## config.mk

```make
export PLATFORM = sky130hd
export DESIGN_NAME = right_shift_seq
export DESIGN_NICKNAME = d
export VERILOG_FILES = /design/src/rtl/right_shift_seq_pkg.sv /design/src/rtl/right_shift_seq_shr1_stage.sv /design/src/rtl/right_shift_seq.sv
export SDC_FILE = /design/constraint.sdc
export NUM_CORES = 1
export LEC_CHECK = 0
export CAP_MARGIN = 10
export CORE_UTILIZATION = 40
export DETAILED_ROUTE_END_ITERATION = 7
export GPL_ROUTABILITY_DRIVEN = 0
export PLACE_DENSITY = 0.74
export SYNTH_ARGS = -nofsm -noshare
export SYNTH_HDL_FRONTEND = slang
export SYNTH_SLANG_ARGS = --single-unit
```

## constraint.sdc

```tcl
create_clock -name clk -period 1.9 [get_ports clk]
set_input_delay 0.475 -clock clk [delete_from_list [all_inputs] [get_ports clk]]
set_output_delay 0.475 -clock clk [all_outputs]
set_load 0.1 [all_outputs]
```

## src/rtl/right_shift_seq_pkg.sv

```systemverilog
// Shared definitions for the shifter family: state encodings and default sizes.
// The left shifter uses the same defaults.
package right_shift_seq_pkg;

    localparam int SHIFT_W  = 4;
    localparam int SHIFT_KW = 2;

    typedef enum logic [1:0] {
        ST_IDLE  = 2'd0,
        ST_SHIFT = 2'd1,
        ST_DONE  = 2'd2
    } state_e;

endpackage

```

## src/rtl/right_shift_seq_shr1_stage.sv

```systemverilog
// Combinational one-position right shift.
// The vacated MSB takes the sign bit when arith is set, otherwise zero.
module shr1_stage
    import right_shift_seq_pkg::*;
#(
    parameter int WIDTH = SHIFT_W
) (
    input  logic [WIDTH-1:0] d,
    input  logic             arith,
    output logic [WIDTH-1:0] q,
    output logic             sout
);

    assign q    = {arith & d[WIDTH-1], d[WIDTH-1:1]};
    assign sout = d[0];

endmodule

```

## src/rtl/right_shift_seq.sv

```systemverilog
// Sequential right shifter: one bit position per clock behind a start/busy/done handshake.
// The operand is loaded into the result register and shifted in place.
//
//   state    | meaning
//   ---------+-------------------------------------------------------------
//   ST_IDLE  | waiting for start; out/carry hold the previous result
//   ST_SHIFT | busy; one position shifted per cycle, cnt counts down to 1
//   ST_DONE  | one-cycle done pulse; a start here is accepted back-to-back
module right_shift_seq
    import right_shift_seq_pkg::*;
#(
    parameter int WIDTH = SHIFT_W,
    parameter int KW    = SHIFT_KW
) (
    input  logic             clk,
    input  logic             rst_n,
    input  logic             start,
    input  logic [WIDTH-1:0] in,
    input  logic [KW-1:0]    k,
    input  logic             arith,
    output logic             busy,
    output logic             done,
    output logic [WIDTH-1:0] out,
    output logic             carry
);

    state_e           state_q;
    logic [KW-1:0]    cnt_q;
    logic             arith_q;
    logic [WIDTH-1:0] out_q;
    logic             carry_q;
    logic             busy_q;
    logic             done_q;

    logic [WIDTH-1:0] shift_d;
    logic             sout_d;

    shr1_stage #(.WIDTH(WIDTH)) u_stage (
        .d     (out_q),
        .arith (arith_q),
        .q     (shift_d),
        .sout  (sout_d)
    );

    always_ff @(posedge clk or negedge rst_n) begin
        if (!rst_n) begin
            state_q <= ST_IDLE;
            cnt_q   <= '0;
            arith_q <= 1'b0;
            out_q   <= '0;
            carry_q <= 1'b0;
            busy_q  <= 1'b0;
            done_q  <= 1'b0;
        end else begin
            done_q <= 1'b0;
            case (state_q)
                ST_IDLE, ST_DONE: begin
                    if (start) begin
                        out_q   <= in;
                        arith_q <= arith;
                        carry_q <= 1'b0;
                        cnt_q   <= k;
                        if (k == '0) begin
                            state_q <= ST_DONE;
                            busy_q  <= 1'b0;
                            done_q  <= 1'b1;
                        end else begin
                            state_q <= ST_SHIFT;
                            busy_q  <= 1'b1;
                        end
                    end else begin
                        state_q <= ST_IDLE;
                        busy_q  <= 1'b0;
                    end
                end
                ST_SHIFT: begin
                    // start is deliberately ignored here; no request queueing
                    out_q   <= shift_d;
                    carry_q <= sout_d;
                    cnt_q   <= cnt_q - 1'b1;
                    if (cnt_q == KW'(1)) begin
                        state_q <= ST_DONE;
                        busy_q  <= 1'b0;
                        done_q  <= 1'b1;
                    end
                end
                default: begin
                    state_q <= ST_IDLE;
                    busy_q  <= 1'b0;
                end
            endcase
        end
    end

    assign busy  = busy_q;
    assign done  = done_q;
    assign out   = out_q;
    assign carry = carry_q;

endmodule

```

==> metrics.log <==
INFO  metric min_period = approximately 1400 ps
INFO  metric drc = 0
INFO  metric synth.ff_latch_count = 12
INFO  metric slowest_stage = sky130_fd_sc_hd__clkdlybuf4s50_1
INFO  metric synth.top_cells.by_area = sky130_fd_sc_hd__dfrtp_1 48%, sky130_fd_sc_hd__mux2i_1 24%, sky130_fd_sc_hd__o32ai_1 4.2%
INFO  metric crit_path_max_incr_delay = around 630 ps
INFO  metric cts_tree = done
INFO  metric synthesized_area_per_cell = ~13 um^2
INFO  metric cts.hold.buffers_added = 0
INFO  metric buffer_ports.inserted = 16
INFO  metric first_iter_violations = 1
INFO  metric yosys.area.top_type_share = 48.5%
INFO  metric firstDrtPassIters = 2
INFO  metric seq_area_frac_synth = 48.5%
INFO  metric placement_rows = 13
INFO  metric area_growth_syn_to_layout = 42.0%
INFO  metric slew_violations = 0
INFO  metric whs_endpoint = arith_q$_DFFE_PN0P_
INFO  metric final_layout_size_suffix_gt1_share = 23.9%
INFO  metric worst_hold_startpoint = arith_q$_DFFE_PN0P_
INFO  metric first_global_vias = 440
INFO  metric postRouteAntennaNets = 0
INFO  metric timing.fmax = 692 MHz
INFO  metric period_share = 76.0%
INFO  metric minimum_setup_slack_in_the_final_design = around 460 ps
INFO  metric start_kind = primary input
INFO  metric grt_start_max_net_pins = 13
INFO  metric post_cts.resized_instances = 0
INFO  metric clock_sinks = 12
INFO  metric totalNegativeSetupSlack = 0 ps
INFO  metric syn_inst = 49
INFO  metric report.final.hold_viol_count = 0
INFO  metric synthDominantAreaCellType = sky130_fd_sc_hd__dfrtp_1
INFO  metric cts_inserted_buffers = 3
INFO  metric path_delay_family = buffers and inverters
INFO  metric setup.worst_path.end_class = register
INFO  metric antenna_cells = 0
INFO  metric cts_max_level = 1
INFO  metric grt_setup_unrepaired = no
INFO  metric die-area = about 1700 um^2
INFO  metric worst_pin_slew = roughly 540 ps
INFO  metric reg2reg_to = carry$_DFFE_PN0P_
INFO  metric antenna_found_initial = 0
INFO  metric cpMostUsedCell = sky130_fd_sc_hd__mux2i_1
INFO  metric wl_met1 = 526 um
INFO  metric finalInstanceArea = between 800 and 900 um^2
INFO  metric dp_hpwl = 855 um
INFO  metric ff2ff_setup_slack = 650 ps
INFO  metric max_capacitance_violation_count = 0
INFO  metric placedInstanceArea = 857 um^2
INFO  metric drt_wl_total = 1.13 mm
INFO  metric cts-root-buf = sky130_fd_sc_hd__clkbuf_4
INFO  metric timing.max_slew.rel_slack = 64.2%
INFO  metric reg2regPathDepth = 2
INFO  metric core_outline_area = ~1400 um^2
INFO  metric dpl_worst_slack = about 180 ps
INFO  metric timing.clock.skew = 6.44 ps
INFO  metric wl_per_cell = 13.7 um
INFO  metric whs_path_depth = 1
INFO  metric fp.dieH = 41.4 um
INFO  metric global_route.overflow_total = 0
INFO  metric synthesis.nets = 60
INFO  metric ios = 17
INFO  metric min-delay-path-class = register to register
INFO  metric floorplan.initialDensity = 45.3%
INFO  metric top_signal_layer_used = met3
INFO  metric met3_length = ~51 um
INFO  metric path_max_fanout = 6
INFO  metric syn-cell-area = ~620 um^2
INFO  metric arrival = between 1500 and 2000 ps
INFO  metric run_status = finished, final reports clean
INFO  metric global_route.usage.total = a little under a fifth
INFO  metric worstSkewPairLatency = around 270 ps
INFO  metric timing.critical_path.required = roughly 2100 ps
INFO  metric setup_viol = 0
INFO  metric cts_max_path_buffers = 2
INFO  metric crit_buf_inv = 2
INFO  metric wl_met2 = 549 um
INFO  metric critical_path_class = primary input to register
INFO  metric routed-via-count = 434
INFO  metric clk_pin_slew_worst_paths = about 80 ps
INFO  metric crit_chain = clkdlybuf4s50_1 > buf_4 > mux2i_1 > mux2i_1
INFO  metric timing.rr.start = state_q[1]$_DFFE_PN0P_
INFO  metric fp.dieW = 41.4 um
INFO  metric postCtsSetupBuffers = 0
INFO  metric finish.net_count = 80
INFO  metric wire_length_of_the_first_global_routing_pass = 1.95 mm
INFO  metric number_of_vias_per_cell = 5.29
INFO  metric yosysUniqueCellTypes = 17
INFO  metric ys.warnings.count = 0
-- layer usage --
| layer | up-vias | track usage (%) |
|---|---|---|
| li1 | 214 | - |
| met1 | 209 | 22.9 |
| met2 | 11 | 30.5 |
| met3 | 0 | 4.79 |
| met4 | 0 | 7.26 |
| met5 | - | 0 |
-- cell usage after synthesis --
library cell / count
sky130_fd_sc_hd__mux2_2: 1
sky130_fd_sc_hd__nor2_1: 2
sky130_fd_sc_hd__nand2b_1: 1
sky130_fd_sc_hd__mux2_4: 1
sky130_fd_sc_hd__o21ai_0: 1
sky130_fd_sc_hd__dfrtp_1: 12
sky130_fd_sc_hd__nand2b_2: 1
sky130_fd_sc_hd__ha_1: 1
sky130_fd_sc_hd__mux2i_1: 15
sky130_fd_sc_hd__a22o_1: 1
sky130_fd_sc_hd__xor2_1: 1
sky130_fd_sc_hd__buf_6: 1
sky130_fd_sc_hd__o32ai_1: 3
sky130_fd_sc_hd__inv_1: 3
sky130_fd_sc_hd__o211ai_1: 1
sky130_fd_sc_hd__o22ai_1: 1
sky130_fd_sc_hd__buf_4: 3
-- stage by stage --
stage          util [%]  instances  hold slack [ps]
6_report           64.4         82              543
5_1_grt            64.4         82              582
4_1_cts            64.4         82              535
3_5_place_dp       62.7         79              517
3_3_place_gp       62.7         79              494
2_1_floorplan         -         49              179
-- placed cells by master, fill, tap and decap left out, types with 2 or more instances in the layout --
master | netlist | layout
sky130_fd_sc_hd__buf_4 | 3 | 3
sky130_fd_sc_hd__clkbuf_4 | 0 | 3
sky130_fd_sc_hd__mux2i_1 | 15 | 15
sky130_fd_sc_hd__buf_12 | 0 | 7
sky130_fd_sc_hd__clkdlybuf4s50_1 | 0 | 9
sky130_fd_sc_hd__nor2_1 | 2 | 2
sky130_fd_sc_hd__o32ai_1 | 3 | 3
sky130_fd_sc_hd__dfrtp_1 | 12 | 12
sky130_fd_sc_hd__inv_1 | 3 | 3
-- state kept, by name, summed over array words and instances (netlist names) --
name	count
arith_q	1
carry	1
done	1
out	4
state_q	2
busy	1
cnt_q	2
-- area by class of cell --
type                    count  area [um^2]
fillers                   115          487
flip-flops and latches     12          300
multi-input cells          30          274
repair buffers             19          253
clock buffers               3         22.5
well taps                  15         18.8
inverters                   3         11.3
-- worst max-delay path by stage --
| stage | start | endpoint | depth (start not counted) |
|---|---|---|---|
| 3_5_place_dp | start | out[1]$_DFFE_PN0P_ | 4 |
| 4_1_cts | start | out[1]$_DFFE_PN0P_ | 4 |
| 2_1_floorplan | carry$_DFFE_PN0P_ | carry$_DFFE_PN0P_ | 2 |
| 6_report | start | out[1]$_DFFE_PN0P_ | 4 |
| 5_1_grt | start | out[1]$_DFFE_PN0P_ | 4 |
| 3_3_place_gp | start | out[2]$_DFFE_PN0P_ | 4 |
-- kinds of logic (layout without fill, tap and decap cells) --
kind of cell               after synthesis  in the layout  synth area share [%]
AOI/OAI and AO/OA                        7              7                  8.69
xor gates and xnor gates                 1              1                  1.41
adders and majority gates                1              1                  2.02
buffers and inverters                    7             25                  7.27
DFF                                     12             12                  48.5
muxes                                   17             17                  28.5
and+or+nand+nor                          4              4                  3.64
-- worst register-to-register path: cells and delay by family (launching register included) --
| kind | cells | cell delay [ps] |
|---|---|---|
| flip-flops | 1 | 570 |
| multiplexers | 1 | 340 |
| AO/OA/AOI/OAI | 1 | 240 |
Power is left out: the tool's default activity adds up to more than one toggle a clock period on the data nets, which glitch-free logic cannot reach.
